`src/rtl/micro_pkg.sv`:
```
// Shared encodings and constants for the A/B micro-datapath and its controller.
package micro_pkg;

  localparam int unsigned DATA_W     = 4;
  localparam int unsigned SETTLE_W   = 4;

  typedef enum logic [2:0] {
    IDLE   = 3'd0,
    LOAD_A = 3'd1,
    CHECK  = 3'd2,
    LOAD_B = 3'd3,
    OUT    = 3'd4,
    DONE   = 3'd5
  } state_e;

  localparam logic [DATA_W-1:0] B_MATCH   = 4'd8;
  localparam logic [DATA_W-1:0] B_NOMATCH = 4'd13;
  localparam logic [DATA_W-1:0] A_MATCH   = 4'b0101;

  // B-register source for a given mux select
  function automatic logic [DATA_W-1:0] b_value(input logic sel);
    return sel ? B_MATCH : B_NOMATCH;
  endfunction

endpackage

```
`src/rtl/datapath_ctrl_if.sv`:
```
// Strobe/status bundle between the controller (master) and the A/B datapath (slave).
interface datapath_ctrl_if;
  logic ALoad;
  logic BLoad;
  logic Muxsel;
  logic out_ctrl;
  logic Astatus;

  modport master (output ALoad, output BLoad, output Muxsel, output out_ctrl, input Astatus);
  modport slave  (input ALoad, input BLoad, input Muxsel, input out_ctrl, output Astatus);
endinterface

```
`src/rtl/sat_counter.sv`:
```
// Up-counter with synchronous active-low clear that sticks at all-ones.
module sat_counter #(
  parameter int unsigned W = 8
) (
  input  logic         clk,
  input  logic         clr_n,
  input  logic         inc,
  output logic [W-1:0] count
);

  logic [W-1:0] cnt_q, cnt_d;

  always_comb begin
    cnt_d = cnt_q;
    if (inc && (cnt_q != '1)) cnt_d = cnt_q + W'(1);
  end

  always_ff @(posedge clk) begin
    if (!clr_n) cnt_q <= '0;
    else        cnt_q <= cnt_d;
  end

  assign count = cnt_q;

endmodule

```
`src/rtl/datapath_ctrl.sv`:
```
// Moore sequencer for the A/B datapath: load A, settle, sample status, load B, output, done.
module datapath_ctrl
  import micro_pkg::*;
#(
  parameter int unsigned SETTLE = 1,
  parameter int unsigned CNT_W  = 8
) (
  input  logic             clock,
  input  logic             reset_n,
  input  logic             start,
  datapath_ctrl_if.master  dp,
  output logic             busy,
  output logic             done,
  output logic [CNT_W-1:0] match_count
);

  localparam logic [SETTLE_W-1:0] SETTLE_LAST = SETTLE_W'(SETTLE - 1);

  state_e              state_q, state_d;
  logic [SETTLE_W-1:0] settle_q, settle_d;
  logic                sel_q, sel_d;
  logic                aload_q, aload_d;
  logic                bload_q, bload_d;
  logic                muxsel_q, muxsel_d;
  logic                out_ctrl_q, out_ctrl_d;
  logic                busy_q, busy_d;
  logic                done_q, done_d;
  logic                match_inc_c;

  // Next-state logic; strobes are registered from the next state so each is a clean flop output
  always_comb begin
    state_d     = state_q;
    settle_d    = settle_q;
    sel_d       = sel_q;
    match_inc_c = 1'b0;

    case (state_q)
      IDLE:   if (start) state_d = LOAD_A;
      LOAD_A: begin
        state_d  = CHECK;
        settle_d = '0;
      end
      CHECK: begin
        if (settle_q == SETTLE_LAST) begin
          sel_d       = dp.Astatus;
          match_inc_c = dp.Astatus;
          state_d     = LOAD_B;
        end else begin
          settle_d = settle_q + SETTLE_W'(1);
        end
      end
      LOAD_B:  state_d = OUT;
      OUT:     state_d = DONE;
      DONE:    state_d = IDLE;
      default: state_d = IDLE;
    endcase

    aload_d    = (state_d == LOAD_A);
    bload_d    = (state_d == LOAD_B);
    muxsel_d   = (state_d == LOAD_B) && sel_d;
    out_ctrl_d = (state_d == OUT);
    busy_d     = (state_d != IDLE);
    done_d     = (state_d == DONE);
  end

  always_ff @(posedge clock) begin
    if (!reset_n) begin
      state_q    <= IDLE;
      settle_q   <= '0;
      sel_q      <= 1'b0;
      aload_q    <= 1'b0;
      bload_q    <= 1'b0;
      muxsel_q   <= 1'b0;
      out_ctrl_q <= 1'b0;
      busy_q     <= 1'b0;
      done_q     <= 1'b0;
    end else begin
      state_q    <= state_d;
      settle_q   <= settle_d;
      sel_q      <= sel_d;
      aload_q    <= aload_d;
      bload_q    <= bload_d;
      muxsel_q   <= muxsel_d;
      out_ctrl_q <= out_ctrl_d;
      busy_q     <= busy_d;
      done_q     <= done_d;
    end
  end

  sat_counter #(.W(CNT_W)) u_match_cnt (
    .clk   (clock),
    .clr_n (reset_n),
    .inc   (match_inc_c),
    .count (match_count)
  );

  assign dp.ALoad    = aload_q;
  assign dp.BLoad    = bload_q;
  assign dp.Muxsel   = muxsel_q;
  assign dp.out_ctrl = out_ctrl_q;
  assign busy        = busy_q;
  assign done        = done_q;

endmodule

```
`src/flat_wrapper.sv`:
```
// flat-port wrapper written by rule: the top's interface ports become plain ports
module datapath_ctrl_flat import micro_pkg::*;
#(
  parameter int unsigned SETTLE = 1,
  parameter int unsigned CNT_W  = 8
)
  (clock, reset_n, start, busy, done, match_count, dp_ALoad, dp_BLoad, dp_Muxsel, dp_out_ctrl, dp_Astatus);
  datapath_ctrl_if dp_i ();
  input  logic clock;
  input  logic reset_n;
  input  logic start;
  output logic busy;
  output logic done;
  output logic [CNT_W-1:0] match_count;
  output wire logic [$bits(dp_i.ALoad)-1:0] dp_ALoad;
  output wire logic [$bits(dp_i.BLoad)-1:0] dp_BLoad;
  output wire logic [$bits(dp_i.Muxsel)-1:0] dp_Muxsel;
  output wire logic [$bits(dp_i.out_ctrl)-1:0] dp_out_ctrl;
  input wire logic [$bits(dp_i.Astatus)-1:0] dp_Astatus;
  assign dp_ALoad = dp_i.ALoad;
  assign dp_BLoad = dp_i.BLoad;
  assign dp_Muxsel = dp_i.Muxsel;
  assign dp_out_ctrl = dp_i.out_ctrl;
  assign dp_i.Astatus = dp_Astatus;
  datapath_ctrl #(.SETTLE(SETTLE), .CNT_W(CNT_W)) u_core (.clock(clock), .reset_n(reset_n), .start(start), .dp(dp_i), .busy(busy), .done(done), .match_count(match_count));
endmodule
```
`config.mk`:
```
export PLATFORM = sky130hd
export DESIGN_NAME = datapath_ctrl_flat
export DESIGN_NICKNAME = d
export VERILOG_FILES = /design/src/rtl/micro_pkg.sv /design/src/rtl/datapath_ctrl_if.sv /design/src/rtl/sat_counter.sv /design/src/rtl/datapath_ctrl.sv /design/src/flat_wrapper.sv
export SDC_FILE = /design/constraint.sdc
export NUM_CORES = 1
export LEC_CHECK = 0
export BUFFER_PORTS_ARGS = -buffer_cell sky130_fd_sc_hd__clkbuf_2
export CORE_UTILIZATION = 54
export DETAILED_ROUTE_END_ITERATION = 7
export HOLD_SLACK_MARGIN = 0.03
export PLACE_DENSITY = 0.86
export REMOVE_ABC_BUFFERS = 1
export SLEW_MARGIN = 0
export SYNTH_ARGS = -nofsm -noshare
export SYNTH_HDL_FRONTEND = slang
export SYNTH_HIERARCHICAL = 1
export SYNTH_SLANG_ARGS = --single-unit
```
`constraint.sdc`:
```
create_clock -name clock -period 2.17 [get_ports clock]
set_clock_uncertainty 0.05 [all_clocks]
set_input_delay 0.1085 -clock clock [delete_from_list [all_inputs] [get_ports clock]]
set_output_delay 0.1085 -clock clock [all_outputs]
set_load 0.01 [all_outputs]
```
; Yosys cells after proc, flatten, opt, wreduce, memory -nomap -nowiden
; Index checks and enable logic that the tools add are counted.
[op_classes]
addsub = 2
n_eq_ne = 10
mux = 9
n_reduce_logical = 7
[ops]
columns = cell, count
row1 = 3-bit case mux with 5 select lines, 1
row2 = "3-bit by 2-bit equality test with 1-bit output, second input constant", 3
row3 = "3-bit equality test, second input constant", 3
row4 = "8-bit by 1-bit adder with 8-bit output, second input constant", 1
row5 = "8-bit inequality test, second input constant", 1
row6 = 4-bit case mux with 2 select lines, 1
row7 = "3-bit by 1-bit equality test with 1-bit output, second input constant", 2
row8 = 3-bit 2-to-1 mux, 2
row9 = "4-bit by 1-bit adder with 4-bit output, second input constant", 1
row10 = 4-bit zero test, 1
row11 = 1-bit 2-to-1 mux, 4
row12 = 4-bit 2-to-1 mux, 1
row13 = 3-bit zero test, 1
row14 = 3-bit nonzero test, 1
row15 = 1-bit logical AND, 2
row16 = "2-bit inequality test, second input constant", 1
row17 = 2-bit AND reduction, 1
row18 = 2-bit nonzero test, 1
[word_totals]
ff_bits = 22
in_bits = 4
out_inout_bits = 14
elab_cells = 38

; Logic depth before layout (Yosys ltp)
; Gate-level depths: netlist (run 1).
[logic_depth]
ltp_word = 5
ltp_mapped = 8
mapped_depth_nobuf = 8

; By module
; The synthesis (run 1) kept the hierarchy.
[by_module_without_submodules]
columns = mod, n_inst, cells_per_inst, area_per_inst_um2, seq_area_each_um2
row1 = datapath_ctrl, 1, 66, 688.2, 260.2
row2 = sat_counter, 1, 47, 404.1, 160.2

; Least setup slack after synthesis (run 1)
; Ideal clock, no wire load.
[synth_timing]
kind = flip-flop to flip-flop
from = register u_core.settle_q[0]
to = register u_core.u_match_cnt.cnt_q[6], in the netlist u_core/u_match_cnt/count[6]
setup_time_ns = 0.115
arrival_time_ns = 1.707
t_required_ns = 2.005
path_slack_ns = 0.297
path_stages_with_launch = 9
n_path_buf = 0
period_less_slack_ns = 1.873
cell_sequence = dfxtp_1 > inv_1 > ha_1 > nor3b_2 > nand3_2 > inv_1 > nand3_1 > or4_1 > and3_1
[synth_between]
elab_chain_cells = 4
[synth_rtl]
columns = item, line
row1 = "start, declared", datapath_ctrl.sv:20  ; logic [SETTLE_W-1:0] settle_q, settle_d;
row2 = "start signal, assigned", datapath_ctrl.sv:79  ; settle_q <= settle_d;
row3 = 4-bit zero test, datapath_ctrl.sv:44  ; if (settle_q == SETTLE_LAST) begin
row4 = 1-bit 2-to-1 mux, datapath_ctrl.sv:44
row5 = 1-bit 2-to-1 mux, datapath_ctrl.sv:37  ; case (state_q)
row6 = via u_core.match_inc_c, datapath_ctrl.sv:28  ; logic match_inc_c;
row7 = 1-bit logical AND, sat_counter.sv:15  ; if (inc && (cnt_q != '1)) cnt_d = cnt_q + W'(1);
row8 = "end signal, assigned", sat_counter.sv:20  ; else cnt_q <= cnt_d;
row9 = "end, declared", sat_counter.sv:11  ; logic [W-1:0] cnt_q, cnt_d;
; The timed path passes the listed nets, and every way through them passes these cells.
; A chain may end at the register's enable or synchronous reset.

; Worst setup path in the final report (run 1)
; Same ends and word-level chain as after synthesis.

==> reports/metrics.cfg, run 1 <==
[route]
via_per_inst = 5.78
antenna_left = 0
wl_met2_um = 1010
route.met3.wl_um = 116
wl_per_cell_um = 13.4
drt_first_pass_iters = 4
met1Wirelength_um = 974
via_count = 925
routed_wl_um = 2140
drtIter0Drc = 19
drcViolationCount = 0
top_layer_used = met4

[final_layout]
utilization = 0.687
layout.nets = 143
syn_to_final_growth_pct = 13.3
largest_reg_flops = 8
layout-drive-gt1-share = 0.267
regArea_um2 = 420
fill_cells = 138
fin_cells = 160
multiInputGateArea_um2 = 606
n_antenna_cell = 0
final_area_um2 = 1240

[clocking]
cts_tree = built
cts-htree-levels = 1
root_buffer = clkbuf_4
cts-hold-fix-buffers = 2
clockBufferDepth = 2
ctsResizeCount = 0
clk_latency_ns = 0.30
cts.sinks = 21
post-cts-setup-buffer-count = 0
path_clk_slew_ns = 0.11
cts_inserted_buffers = 3

[setup_path]
cp-end-kind = flop
critPathArrivalTime_ns = 2.11
critPathRequiredTime_ns = 2.32
worstSetupStartpointType = flop
worst-path-max-fanout = 6
reg2regPathDepth = 8
rrSetupSlack_ns = 0.22
r2r_end = u_core/u_match_cnt/count[6]$_SDFFE_PN0P_
criticalPathCategory = reg -> reg
reg2reg_from = u_core/settle_q[0]$_SDFFE_PN0P_

[synth]
yosys_warnings = 6
netlist_area_um2 = 1090
post_synth_num_cell_types = 46
synth_edf_count = 0
syn_inst = 113
ys.flop_type = dfxtp_1
syn_avg_cell_area_um2 = 9.67
ys_seq_area_frac = 0.385
postSynth.asyncResetShare = 0
synth_top_area_share = 0.385
yosys.area.top_type = dfxtp_1
ys_ff_latch = 21
synth_area_leaders = dfxtp_1 (38%), ha_1 (3.4%), nand2_1 (3.4%)

[global_routing]
grt_pass1_vias = 799
grt_pass1_wl_um = 3620
grt_max_degree = 20
antenna_found_initial = 0
grt_overflow = 0
grt_util_all_layers = 0.240

[place]
hpwl_um = 1570
routabilityCongestion = 0.790
port_buffers = 17
place_area_um2 = 1190
dp.cells = 154

[timing]
slew_headroom = 0.760
finalCritPeriodShare = 0.901
fin_crit_ns = 1.95
finalSetupViolCount = 0
max_freq_ghz = 0.512
rsz0062_at_grt = false
finalHoldViolCount = 0
worst-slew-pin-transition_ns = 0.355
tns_ns = 0
whs_ns = 0.208
final_max_slew_viol_count = 0

[die]
core-area_um2 = 1800
die_y_um = 47.0
die_area_um2 = 2210
initial_core_util = 0.606
fp.dieW_um = 47.0
rows = 15
num_io_pins = 18

[power_and_ir_drop]
ir_drop_mv = 0.567
powerDensity_nw_per_um2 = 621
p_leak_nw = 0.511

[min_path]
worstHoldEndpoint = u_core/state_q[2]$_SDFF_PN0_
hold_path.startpoint = reset_n
hold_path.class = in -> reg
holdPathStages = 2

[run]
drv_cap = 0

[outcome]
outcome = finished clean

==> stage by stage <==
| step | setup WS, ns | total power (W) |
|---|---|---|
| after global placement | 0.353 | 0.000584 |
| after detailed placement | 0.245 | 0.000590 |
| after global routing | 0.0330 | 0.000809 |
| final | 0.215 | 0.000769 |
| after CTS | 0.250 | 0.000776 |
| after floorplan | 0.297 | 0.000539 |
==> Yosys cell counts (all sizes together) (2+ instances only) <==
| library cell | number |
|---|---|
| a211oi | 2 |
| a21boi | 3 |
| a21oi | 6 |
| and3 | 4 |
| and4 | 2 |
| buf | 4 |
| dfxtp | 21 |
| ha | 3 |
| inv | 5 |
| mux2i | 3 |
| nand2 | 10 |
| nand2b | 3 |
| nand3 | 6 |
| nand3b | 2 |
| nand4 | 2 |
| nor2 | 5 |
| nor3 | 5 |
| nor3b | 3 |
| nor4b | 2 |
| o21a | 2 |
| o21ai | 3 |
| o21bai | 2 |
| or3b | 3 |
==> worst max-delay path by stage <==
| stage | from | endpoint | slack [ns] | depth (start not counted) |
|---|---|---|---|---|
| after CTS | u_core/settle_q[0]$_SDFFE_PN0P_ | u_core/u_match_cnt/count[6]$_SDFFE_PN0P_ | 0.25 | 8 |
| after global routing | u_core/settle_q[0]$_SDFFE_PN0P_ | u_core/u_match_cnt/count[6]$_SDFFE_PN0P_ | 0.03 | 8 |
| after floorplan | u_core/settle_q[0]$_SDFFE_PN0P_ | u_core/u_match_cnt/count[6]$_SDFFE_PN0P_ | 0.30 | 8 |
| after global placement | u_core/settle_q[0]$_SDFFE_PN0P_ | u_core/u_match_cnt/count[6]$_SDFFE_PN0P_ | 0.35 | 8 |
| final | u_core/settle_q[0]$_SDFFE_PN0P_ | u_core/u_match_cnt/count[6]$_SDFFE_PN0P_ | 0.22 | 8 |
| after detailed placement | u_core/settle_q[0]$_SDFFE_PN0P_ | u_core/u_match_cnt/count[6]$_SDFFE_PN0P_ | 0.25 | 8 |
==> critical path, stage by stage (launching register included) <==
cell and delay [ns]:
dfxtp_1 0.35, inv_1 0.08, ha_1 0.17, nor3b_2 0.23, nand3_2 0.11, inv_1 0.16
nand3_1 0.13, or4_1 0.40, and3_1 0.18
==> cell families after synthesis <==
kind of cell             count (synthesis)  share of synthesized area
multiplexers                             3                     0.0275
flip-flops                              21                      0.385
buffers and inverters                   10                     0.0607
AND/OR/NAND/NOR                         52                      0.318
AO/OA/AOI/OAI                           23                      0.149
XOR/XNOR                                 1                     0.0252
adder cells (fa/ha/maj)                  3                     0.0344
==> final cells by class <==
| class | count | area share |
|---|---|---|
| sequential | 21 | 0.340 |
| clock buffer | 4 | 0.0212 |
| inverter | 5 | 0.0152 |
| multi-input combinational | 82 | 0.489 |
| tap | 25 | 0.0253 |
| timing repair buffer | 23 | 0.109 |
==> report_power, final <==
| group | internal, W | switching (W) |
|---|---|---|
| logic | 0.0000803 | 0.0000906 |
| clock network | 0.0000715 | 0.000112 |
| registers | 0.000403 | 0.0000109 |
| total | 0.000555 | 0.000214 |
==> layout by cell type (no fill, tap or decap), types with 2 or more instances in the layout <==
cell	n
clkbuf_2	17
a211oi_1	2
nor3_1	5
o21bai_1	2
o21ai_0	3
nand3_1	5
buf_4	4
inv_1	5
and3_1	4
nor2_1	5
nand4_1	2
ha_1	3
nand2b_1	3
nand2_1	10
o21a_1	2
dlygate4sd3_1	2
mux2i_1	3
a21oi_1	6
or3b_4	2
dfxtp_1	21
clkbuf_4	3
nand3b_1	2
==> layer usage <==
metal,up-vias,track usage
met2,29,0.358
met5,-,0
met1,430,0.323
met4,0,0.131
met3,6,0.0500
li1,460,-
No activity file was read; power rests on OpenSTA's default activity.
==> run 2: changes to the inputs <==
PLACE_DENSITY = 0.77   (was 0.86)
REMOVE_ABC_BUFFERS = default   (was 1)
==> run 2 against run 1 <==
  * Die area is the same
  * Maximum frequency shrank 1.2%
  * Flip-flop and latch count is the same
  * Count of clock-buffer cells in the layout is the same
  * First-iteration DRC count shrank 16%
  * Via count shrank 3.8%
  * Setup slack lost 0.025 ns
  * Global-route usage is essentially flat
  * Non-clock buffer count is the same
  * Register-to-register slack lost 0.02 ns
  * Sequential share of layout area is the same
  * Critical endpoint is now u_core/u_match_cnt/count[7]$_SDFFE_PN0P_
==> reports/metrics.cfg, run 2 (same netlist as run 1, synthesis figures left out) <==
[min_path]
holdPathStages = 2  ; unchanged
hold_path.class = in -> reg  ; unchanged
hold_path.startpoint = reset_n  ; unchanged
worstHoldEndpoint = u_core/state_q[2]$_SDFF_PN0_  ; unchanged

[timing]
finalCritPeriodShare = 0.912  ; was 0.901
slew_headroom = 0.754  ; was 0.760
finalSetupViolCount = 0  ; unchanged
max_freq_ghz = 0.505  ; was 0.512 GHz
worst-slew-pin-transition_ns = 0.364  ; was 0.355 ns
rsz0062_at_grt = false  ; unchanged
fin_crit_ns = 1.98  ; was 1.95 ns
finalHoldViolCount = 0  ; unchanged
final_max_slew_viol_count = 0  ; unchanged
tns_ns = 0  ; unchanged

[global_routing]
grt_pass1_vias = 756  ; was 799
grt_max_degree = 20  ; unchanged
grt_pass1_wl_um = 3590  ; was 3620 um
grt_overflow = 0  ; unchanged
antenna_found_initial = 0  ; unchanged
grt_util_all_layers = 0.239  ; was 0.240

[final_layout]
syn_to_final_growth_pct = 13.3  ; unchanged
n_antenna_cell = 0  ; unchanged
layout_commonest_cell = dfxtp_1  ; unchanged
final_area_um2 = 1240  ; unchanged
final_cell_mix = dfxtp_1 (21), clkbuf_2 (17), nand2_1 (10)  ; unchanged
layout.nets = 143  ; unchanged
largest_reg_flops = 8  ; unchanged
layout-drive-gt1-share = 0.267  ; unchanged

[synth]
synth_fp_nets = 120

[power_and_ir_drop]
p_leak_nw = 0.511  ; unchanged
swShare = 0.282  ; was 0.278
ir_drop_mv = 0.460  ; was 0.567 mV
p_total_w = 0.000774  ; was 0.000769 W
powerDensity_nw_per_um2 = 625  ; was 621 nW/um^2
power_frac_clock = 0.246  ; was 0.239
pwr-share-comb = 0.220  ; was 0.222
p_seq_frac = 0.535  ; was 0.539
p_sw_w = 0.000219  ; was 0.000214 W
internal-power_w = 0.000555  ; about the same

[die]
rows = 15  ; unchanged
initial_core_util = 0.606  ; unchanged
die_area_um2 = 2210  ; unchanged
fp.dieW_um = 47.0  ; unchanged
core-area_um2 = 1800  ; unchanged
num_io_pins = 18  ; unchanged
die_y_um = 47.0  ; unchanged

[setup_path]
reg2reg_from = u_core/settle_q[0]$_SDFFE_PN0P_  ; unchanged
worstSetupStartpointType = flop  ; unchanged
criticalPathCategory = reg -> reg  ; unchanged
r2r_end = u_core/u_match_cnt/count[7]$_SDFFE_PN0P_  ; was u_core/u_match_cnt/count[6]$_SDFFE_PN0P_
rrSetupSlack_ns = 0.19  ; was 0.22 ns
cp-end-kind = flop  ; unchanged
critPathRequiredTime_ns = 2.32  ; about the same
reg2regPathDepth = 8  ; unchanged
worst-path-max-fanout = 6  ; unchanged
critPathArrivalTime_ns = 2.13  ; was 2.11 ns

[route]
via_per_inst = 5.56  ; was 5.78
drt_first_pass_iters = 3  ; was 4
wl_per_cell_um = 14.0  ; was 13.4 um
drtIter0Drc = 16  ; was 19
drcViolationCount = 0  ; unchanged
antenna_left = 0  ; unchanged
routed_wl_um = 2240  ; was 2140 um
via_count = 890  ; was 925

[outcome]
outcome = finished clean  ; unchanged

[clocking]
cts_tree = built  ; unchanged
post-cts-setup-buffer-count = 0  ; unchanged
root_buffer = clkbuf_4  ; unchanged
clk_latency_ns = 0.30  ; about the same
ctsResizeCount = 0  ; unchanged
cts-hold-fix-buffers = 2  ; unchanged
cts_inserted_buffers = 3  ; unchanged
clockBufferDepth = 2  ; unchanged
path_clk_slew_ns = 0.12  ; was 0.11 ns
cts-htree-levels = 1  ; unchanged
cts.sinks = 21  ; unchanged

[place]
port_buffers = 17  ; unchanged
hpwl_um = 1710  ; was 1570 um
place_area_um2 = 1190  ; unchanged
routabilityCongestion = 0.770  ; was 0.790

[run]
drv_cap = 0  ; unchanged

==> run 2: cell counts in the layout (fill, tap and decap cells not counted) <==
Identical to the previous run, type by type.
==> run 2: layer usage <==
metal	part of all wire	vias to the layer above	GRT usage
li1	-	455	-
met1	0.48	412	0.320
met2	0.48	19	0.386
met3	0.033	4	0.0577
met4	0.010	0	0.0686
met5	0	-	0
==> run 2: final cells by class <==
cell class	count	area, um^2
Clock buffer	4	26.3
Fill cell	142	564
Inverter	5	18.8
Multi-Input combinational cell	82	606
Sequential cell	21	420
Tap cell	25	31.3
Timing Repair Buffer	23	135
==> run 2: power by group through the flow <==
| stage | combinational (W) | clock, W | sequential, W |
|---|---|---|---|
| global route | 0.000187 | 0.000209 | 0.000416 |
| finish | 0.000170 | 0.000190 | 0.000414 |
| CTS | 0.000170 | 0.000195 | 0.000414 |
| floorplan | 0.000138 | 0 | 0.000427 |
| global placement | 0.000162 | 0 | 0.000422 |
| detailed placement | 0.000167 | 0 | 0.000423 |
==> run 2: through the flow <==
stage	util	cells	worst slack, ns	hold slack, ns
finish	0.687	160	0.191	0.199
global route	0.687	160	0.0235	0.226
global placement	0.661	154	0.352	0.308
floorplan	-	113	0.297	0.189
detailed placement	0.661	154	0.221	0.313
CTS	0.687	160	0.207	0.201
==> run 2: worst max-delay path, cell delays in order (launching register included) <==
cell and delay [ns]:
dfxtp_1 0.35, inv_1 0.08, ha_1 0.18, nor3b_2 0.24
nand3_2 0.11, inv_1 0.15, and4_1 0.29, a21oi_1 0.11
a311oi_1 0.31
==> run 2: how the worst max path moves through the flow <==
stage	startpoint	to	slack, ns	depth (start not counted)
6_report	u_core/settle_q[0]$_SDFFE_PN0P_	u_core/u_match_cnt/count[7]$_SDFFE_PN0P_	0.19	8
5_1_grt	u_core/settle_q[0]$_SDFFE_PN0P_	u_core/u_match_cnt/count[6]$_SDFFE_PN0P_	0.02	8
4_1_cts	u_core/settle_q[0]$_SDFFE_PN0P_	u_core/u_match_cnt/count[6]$_SDFFE_PN0P_	0.21	8
3_5_place_dp	u_core/settle_q[0]$_SDFFE_PN0P_	u_core/u_match_cnt/count[6]$_SDFFE_PN0P_	0.22	8
3_3_place_gp	u_core/settle_q[0]$_SDFFE_PN0P_	u_core/u_match_cnt/count[6]$_SDFFE_PN0P_	0.35	8
2_1_floorplan	u_core/settle_q[0]$_SDFFE_PN0P_	u_core/u_match_cnt/count[6]$_SDFFE_PN0P_	0.30	8
